**config.mk**
```make
export PLATFORM = sky130hd
export DESIGN_NAME = alu4_issue_ctl
export DESIGN_NICKNAME = d
export VERILOG_FILES = /design/src/rtl/alu4_issue_ctl.sv
export SDC_FILE = /design/constraint.sdc
export NUM_CORES = 1
export LEC_CHECK = 0
export ABC_AREA = 1
export BUFFER_PORTS_ARGS = -buffer_cell sky130_fd_sc_hd__buf_2
export CAP_MARGIN = 5
export CORE_MARGIN = 1.5
export CORE_UTILIZATION = 35
export DETAILED_ROUTE_END_ITERATION = 16
export PLACE_DENSITY = 0.55
export SLEW_MARGIN = 20
export SYNTH_ARGS = -nofsm -noshare
export SYNTH_HDL_FRONTEND = slang
export SYNTH_SLANG_ARGS = --single-unit
```
**constraint.sdc**
```tcl
create_clock -name clk -period 1.5 [get_ports clk]
set_input_delay 0.15 -clock clk [delete_from_list [all_inputs] [get_ports clk]]
set_output_delay 0.15 -clock clk [all_outputs]
set_load 0.02 [all_outputs]
```
**src/rtl/alu4_issue_ctl.sv**
```systemverilog
// Issue/writeback controller for the combinational alu4: IDLE -> EXEC -> WB per instruction.
// Define ALU4_ISSUE_BYPASS_EN to accept in WB and forward the pending result to operands.
module alu4_issue_ctl #(
  parameter int unsigned NREG = 4,
  parameter int unsigned DW   = 4
) (
  input  logic                    clk,
  input  logic                    rst,
  input  logic                    in_valid,
  output logic                    in_ready,
  input  logic [1:0]              in_op,
  input  logic [$clog2(NREG)-1:0] in_rd,
  input  logic [$clog2(NREG)-1:0] in_rs,
  input  logic [$clog2(NREG)-1:0] in_rt,
  input  logic                    ld_en,
  input  logic [$clog2(NREG)-1:0] ld_addr,
  input  logic [DW-1:0]           ld_data,
  output logic [1:0]              alu_ctl,
  output logic [DW-1:0]           alu_a,
  output logic [DW-1:0]           alu_b,
  input  logic [DW-1:0]           alu_out,
  input  logic                    alu_zf,
  input  logic                    alu_cf,
  input  logic                    alu_sf,
  output logic                    done,
  output logic [DW-1:0]           wb_data,
  output logic [2:0]              flags,
  output logic [DW-1:0]           rd_data0,
  output logic [DW-1:0]           rd_data1,
  output logic [DW-1:0]           rd_data2,
  output logic [DW-1:0]           rd_data3
);

  localparam int unsigned AW = $clog2(NREG);

  typedef enum logic [1:0] {StIdle, StExec, StWb} state_e;

  state_e        state_q, state_d;
  logic [DW-1:0] regs_q [NREG];
  logic [AW-1:0] rd_q;
  logic [1:0]    alu_ctl_q;
  logic [DW-1:0] alu_a_q, alu_b_q;
  logic [DW-1:0] res_q;
  logic [2:0]    fl_q, flags_q;
  logic [DW-1:0] opa, opb;
  logic          accept;

  always_comb begin
    state_d  = state_q;
    in_ready = 1'b0;
    done     = 1'b0;
    unique case (state_q)
      StIdle: begin
        in_ready = 1'b1;
        if (in_valid) state_d = StExec;
      end
      StExec: state_d = StWb;
      StWb: begin
        done    = 1'b1;
`ifdef ALU4_ISSUE_BYPASS_EN
        in_ready = 1'b1;
        state_d  = in_valid ? StExec : StIdle;
`else
        state_d  = StIdle;
`endif
      end
      default: state_d = StIdle;
    endcase
  end

  assign accept = in_valid & in_ready;

  // Operands come from pre-edge register state; bypass covers the result retiring this edge.
  always_comb begin
    opa = regs_q[in_rs];
    opb = regs_q[in_rt];
`ifdef ALU4_ISSUE_BYPASS_EN
    if (state_q == StWb && in_rs == rd_q) opa = res_q;
    if (state_q == StWb && in_rt == rd_q) opb = res_q;
`endif
  end

  always_ff @(posedge clk) begin
    if (rst) begin
      state_q   <= StIdle;
      rd_q      <= '0;
      alu_ctl_q <= '0;
      alu_a_q   <= '0;
      alu_b_q   <= '0;
      res_q     <= '0;
      fl_q      <= '0;
      flags_q   <= '0;
      for (int i = 0; i < NREG; i++) regs_q[i] <= '0;
    end else begin
      state_q <= state_d;
      if (accept) begin
        alu_ctl_q <= in_op;
        alu_a_q   <= opa;
        alu_b_q   <= opb;
        rd_q      <= in_rd;
      end
      if (state_q == StExec) begin
        res_q <= alu_out;
        fl_q  <= {alu_sf, alu_cf, alu_zf};
      end
      if (ld_en) regs_q[ld_addr] <= ld_data;
      // Placed after the host load so writeback wins on an address clash.
      if (state_q == StWb) begin
        regs_q[rd_q] <= res_q;
        flags_q      <= fl_q;
      end
    end
  end

  assign alu_ctl  = alu_ctl_q;
  assign alu_a    = alu_a_q;
  assign alu_b    = alu_b_q;
  assign wb_data  = res_q;
  assign flags    = flags_q;
  assign rd_data0 = regs_q[0];
  assign rd_data1 = regs_q[1];
  assign rd_data2 = regs_q[2];
  assign rd_data3 = regs_q[3];

endmodule

```
* Yosys cells after proc, flatten, opt, wreduce, memory -nomap -nowiden *
Memory sizes are Yosys's and may differ from the RTL's. A register that Yosys moved wholly into a read port is not among the register bits.
Cells that the tools add are included.

storage, ports and cells
  memories kept = 1
  memory bits (writable) = 16
  input bits = 25
  output and inout port bits = 35
  register bits after elaboration = 16

operators by class
  eq/ne operators = 3
  bitwise gates (word level) = 1
  reductions and logical operators = 3
  multiplexer cells = 17

memories
  name    depth  bits a word  rd ports  clocked after Yosys merged registers in  wr ports  line  text
  regs_q  4      4            6         2                                        4         39    logic [DW-1:0] regs_q [NREG];

operators with widths
  cell                                                                    number
  1-bit 2-to-1 mux                                                        11
  4-bit 2-to-1 mux                                                        2
  4-bit OR reduction                                                      2
  2-bit 2-to-1 mux                                                        3
  2-bit one-hot mux with 2 select lines                                   1
  2-bit by 1-bit equality test with 1-bit output (second input constant)  1
  2-bit equality test (second input constant)                             1
  2-bit zero test                                                         1
  2-bit inequality test (second input constant)                           1
  1-bit AND                                                               1

* Logic depth before layout (Yosys ltp) *
  word-level depth = 6
  depth in mapped cells = 7

* Worst setup path after synthesis *
OpenSTA, ideal clock, no wires.

  path kind = flip-flop to flip-flop
  start = reg rd_q[0]
  end = mem regs_q[1][0], enable pin
  required time = 1,155 ps
  arrival time = 984 ps
  path buffers = 1
  cell stages (with the launch flop) = 6
  setup time = 345 ps
  slack = 171 ps
  cells stage by stage = dfxtp_1 buf_4 inv_1 nor2_2 nand2_2 o211ai_1

RTL lines
  element                 line  text
  from (decl)             40    logic [AW-1:0] rd_q;
  from (signal assigned)  100   rd_q <= in_rd;
  to (decl)               39

==> reports/metrics.csv <==
stage,metric,value,unit
clock_network,cts_tree,built,
critical_path,cp_num_buf_inv,2,
sta,finalHoldViolCount,0,
final_layout,layout_commonest_cell,nand2_1,
final_layout,finalNonFillerCells,415,
synth,syn_avg_cell_area,7.308,um2
final_layout,fin_nets,367,
min_path,hp-start,alu_sf,
final_layout,mostFrequentLayoutCells,"nand2_1 (82), buf_2 (59), nor2_1 (42)",
sta,fin_crit_sh,94.41,%
route,routed-wl-met2,2.594,mm
floorplan,ios,60,
synth,yosys.area_share.adder,0,%
critical_path,timing.rr.start,state_q[0]$_SDFFE_PP0P_,
synth,synth-compound-area-share,6.203,%
global_routing,grt_max_degree,26,
placed_design,placed_cells,405,
global_routing,grt_pass1_vias,1851,
synth,synthMuxAreaShare,0,%
critical_path,cp_cell_sequence,inv_1 -> nand2_2 -> nor2_4 -> buf_12 -> nand2_2 -> o211ai_1,
sta,worstMarginPinSlew,0.4499,ns
route,drc,0,
critical_path,cp_common_cell,nand2_2,
synth,yosys.area_share.simple,38.28,%
sta,finalClockSkew,0.007373,ns
synth,synth-xor-area-share,0,%
critical_path,critical_path_class,reg2reg,
floorplan,dieWidth,78.91,um
floorplan,rows,27,
final_layout,layout-drive-gt1-share,25.07,%
power,power.leakage,1.287,nW
min_path,hold_end,fl_q[2]$_SDFFE_PP0N_,
clock_network,cts_made_buffers,5,
critical_path,crit_required,1.43,ns
sta,rsz0062_at_grt,no,
route,antenna_left,0,
sta,finalWorstPathRequiredPeriod,1.416,ns
synth,ys_ff_latch,40,
route,vias,1978,
clock_network,cts.htree.levels,2,
sta,setup_violations,0,
min_path,min_path_cells,3,
route,drt_pre_antenna_iters,4,
synth,synthCells,276,
power,power_density,989.2,nW/um2
global_routing,grtUsageTotal,18.06,%
synth,syn-num-nets,301,
final_layout,antenna-diode-count,0,
placed_design,portBuffers,59,
floorplan,core_area,5540,um2
critical_path,r2r_cells,6,
sta,slew_violations,0,
synth,synth_area,2017,um2
critical_path,rr_endpoint,regs_q[0][1]$_DFFE_PP_,
critical_path,crit_slowest_cell,dfxtp_1,
critical_path,cp-end-kind,flop,
floorplan,die_area,6227,um2
route,wl_met1,2.255,mm
synth,synth_top_family_by_area,simple AND/OR/NAND/NOR gates,
synth,synth_cell_types,17,
sta,finalSetupTns,0,ns
floorplan,initial_core_util,36.40,%
route,met3_wirelength,281,um
route,avgViaCountPerCell,4.766,
critical_path,worstPathMaxFanout,10,
clock_network,clkTransAtPathRegs,0.08,ns
critical_path,arrival,1.35,ns
global_routing,antenna_found_initial,0,
route,wl_per_cell,12.67,um
global_routing,grt-ovfl-total,0,
sta,maxSlewHeadroom,69.87,%
sta,fmax,0.7062,GHz
placed_design,dp_hpwl,4.025,mm
critical_path,rrSetupSlack,0.08,ns
clock_network,clock-sinks,40,
placed_design,gp_congestion,0.8251,
power,ir_drop,0.5344,mV
route,top_layer,met4,
critical_path,cpLargestDelayFamily,flip-flops,
run,maxCapViolCount,0,
floorplan,die_y,78.91,um
final_layout,syn_to_final_growth,26.80,%
min_path,hold_path.class,in2reg,
synth,yosys_warnings,0,
clock_network,clock_tree.buffer_depth,2,
global_routing,grt_first_pass_wirelength,8.597,mm
status,status,"finished, final reports clean",
route,drt-total-wl,5.257,mm
critical_path,cp-start-kind,flop,
clock_network,cts-root-buf,clkbuf_8,
route,drt_iter0_markers,93,
critical_path,worst_path_largest_cell_delay,0.32,ns
synth,yosysSeqAreaShare,47.64,%
clock_network,clock_latency,0.29,ns
## layer usage
layer	vias to the layer above	GRT usage [%]
met1	875	21.85
met5	-	0
li1	1027	-
met4	0	8.246
met3	11	4.023
met2	65	30.60
## worst reg2reg max path: stages, from the launching register on
cell	delay, ns
dfxtp_1	0.32
inv_1	0.08
nand2_2	0.07
nor2_4	0.14
buf_12	0.14
nand2_2	0.08
o211ai_1	0.22
## metrics by stage
step | power [mW] | hold WS [ns] | worst slack [ns] | instance area (um2) | util [%]
6_report | 2.530 | 0.07843 | 0.08389 | 2557 | 46.16
5_1_grt | 2.691 | 0.08062 | 0.01283 | 2557 | 46.16
4_1_cts | 2.569 | 0.06571 | 0.06822 | 2516 | 45.42
3_5_place_dp | 1.770 | 0.3792 | 0.09258 | 2414 | 43.56
3_3_place_gp | 1.765 | 0.3707 | 0.1167 | 2414 | 43.56
2_1_floorplan | 1.583 | 0.2224 | 0.1708 | 2017 | -
## cell usage after synthesis
master,number,area share [%]
buf_4,3,1.1
clkbuf_2,1,0.25
nor2_1,42,7.8
nand2_2,2,0.62
nand2_1,83,15
edfxtp_1,16,24
o211ai_1,2,0.74
nand4_1,9,2.8
buf_2,6,1.5
inv_1,24,4.5
a21oi_1,8,2.0
dfxtp_1,24,24
nand3_1,36,8.9
buf_6,1,0.56
nand3_4,2,1.7
o21ai_0,14,3.5
nor2_2,3,0.93
## sequential cells by signal, indices dropped and copies added, names as in the netlist
signal and cells:
fl_q 3, alu_b 4, rd_q 2, flags 3, alu_a 4, state_q 2
alu_ctl 2, regs_q 16, wb_data 4
## worst max-delay path by stage
stage                            start                      to  slack, ns  cells past startpoint
2_1_floorplan     rd_q[0]$_SDFFE_PP0P_  regs_q[1][0]$_DFFE_PP_       0.17                      5
3_3_place_gp   state_q[0]$_SDFFE_PP0P_  regs_q[0][3]$_DFFE_PP_       0.12                      6
3_5_place_dp   state_q[1]$_SDFFE_PP0P_  regs_q[0][2]$_DFFE_PP_       0.09                      5
4_1_cts        state_q[1]$_SDFFE_PP0P_  regs_q[0][2]$_DFFE_PP_       0.07                      5
5_1_grt        state_q[0]$_SDFFE_PP0P_  regs_q[0][2]$_DFFE_PP_       0.01                      6
6_report       state_q[0]$_SDFFE_PP0P_  regs_q[0][1]$_DFFE_PP_       0.08                      6
## layout make-up
class | count | area, um2
Fill cell | 590 | 2983
Sequential cell | 40 | 962.2
Inverter | 24 | 90.09
Multi-Input combinational cell | 201 | 904.6
Timing Repair Buffer | 70 | 407.9
Clock inverter | 1 | 5.005
Tap cell | 72 | 90.09
Clock buffer | 7 | 97.59
## where the power goes
part	switching, mW	total, mW	internal, mW
sequential	0.0644	1.28	1.21
clock	0.357	0.783	0.426
combinational	0.307	0.471	0.164
## cell families (layout without fill, tap and decap cells)
kind of cell	after synthesis	count (layout)
AO/OA/AOI/OAI	24	24
buffers and inverters	35	102
flip-flops	40	40
AND/OR/NAND/NOR	177	177
## what timing repair did
action,CTS,global route
endpoints found under the setup margin,0,4
hold buffers,0,0
resized for setup,0,3
setup buffers,0,1
No activity file was read; power rests on OpenSTA's default activity.
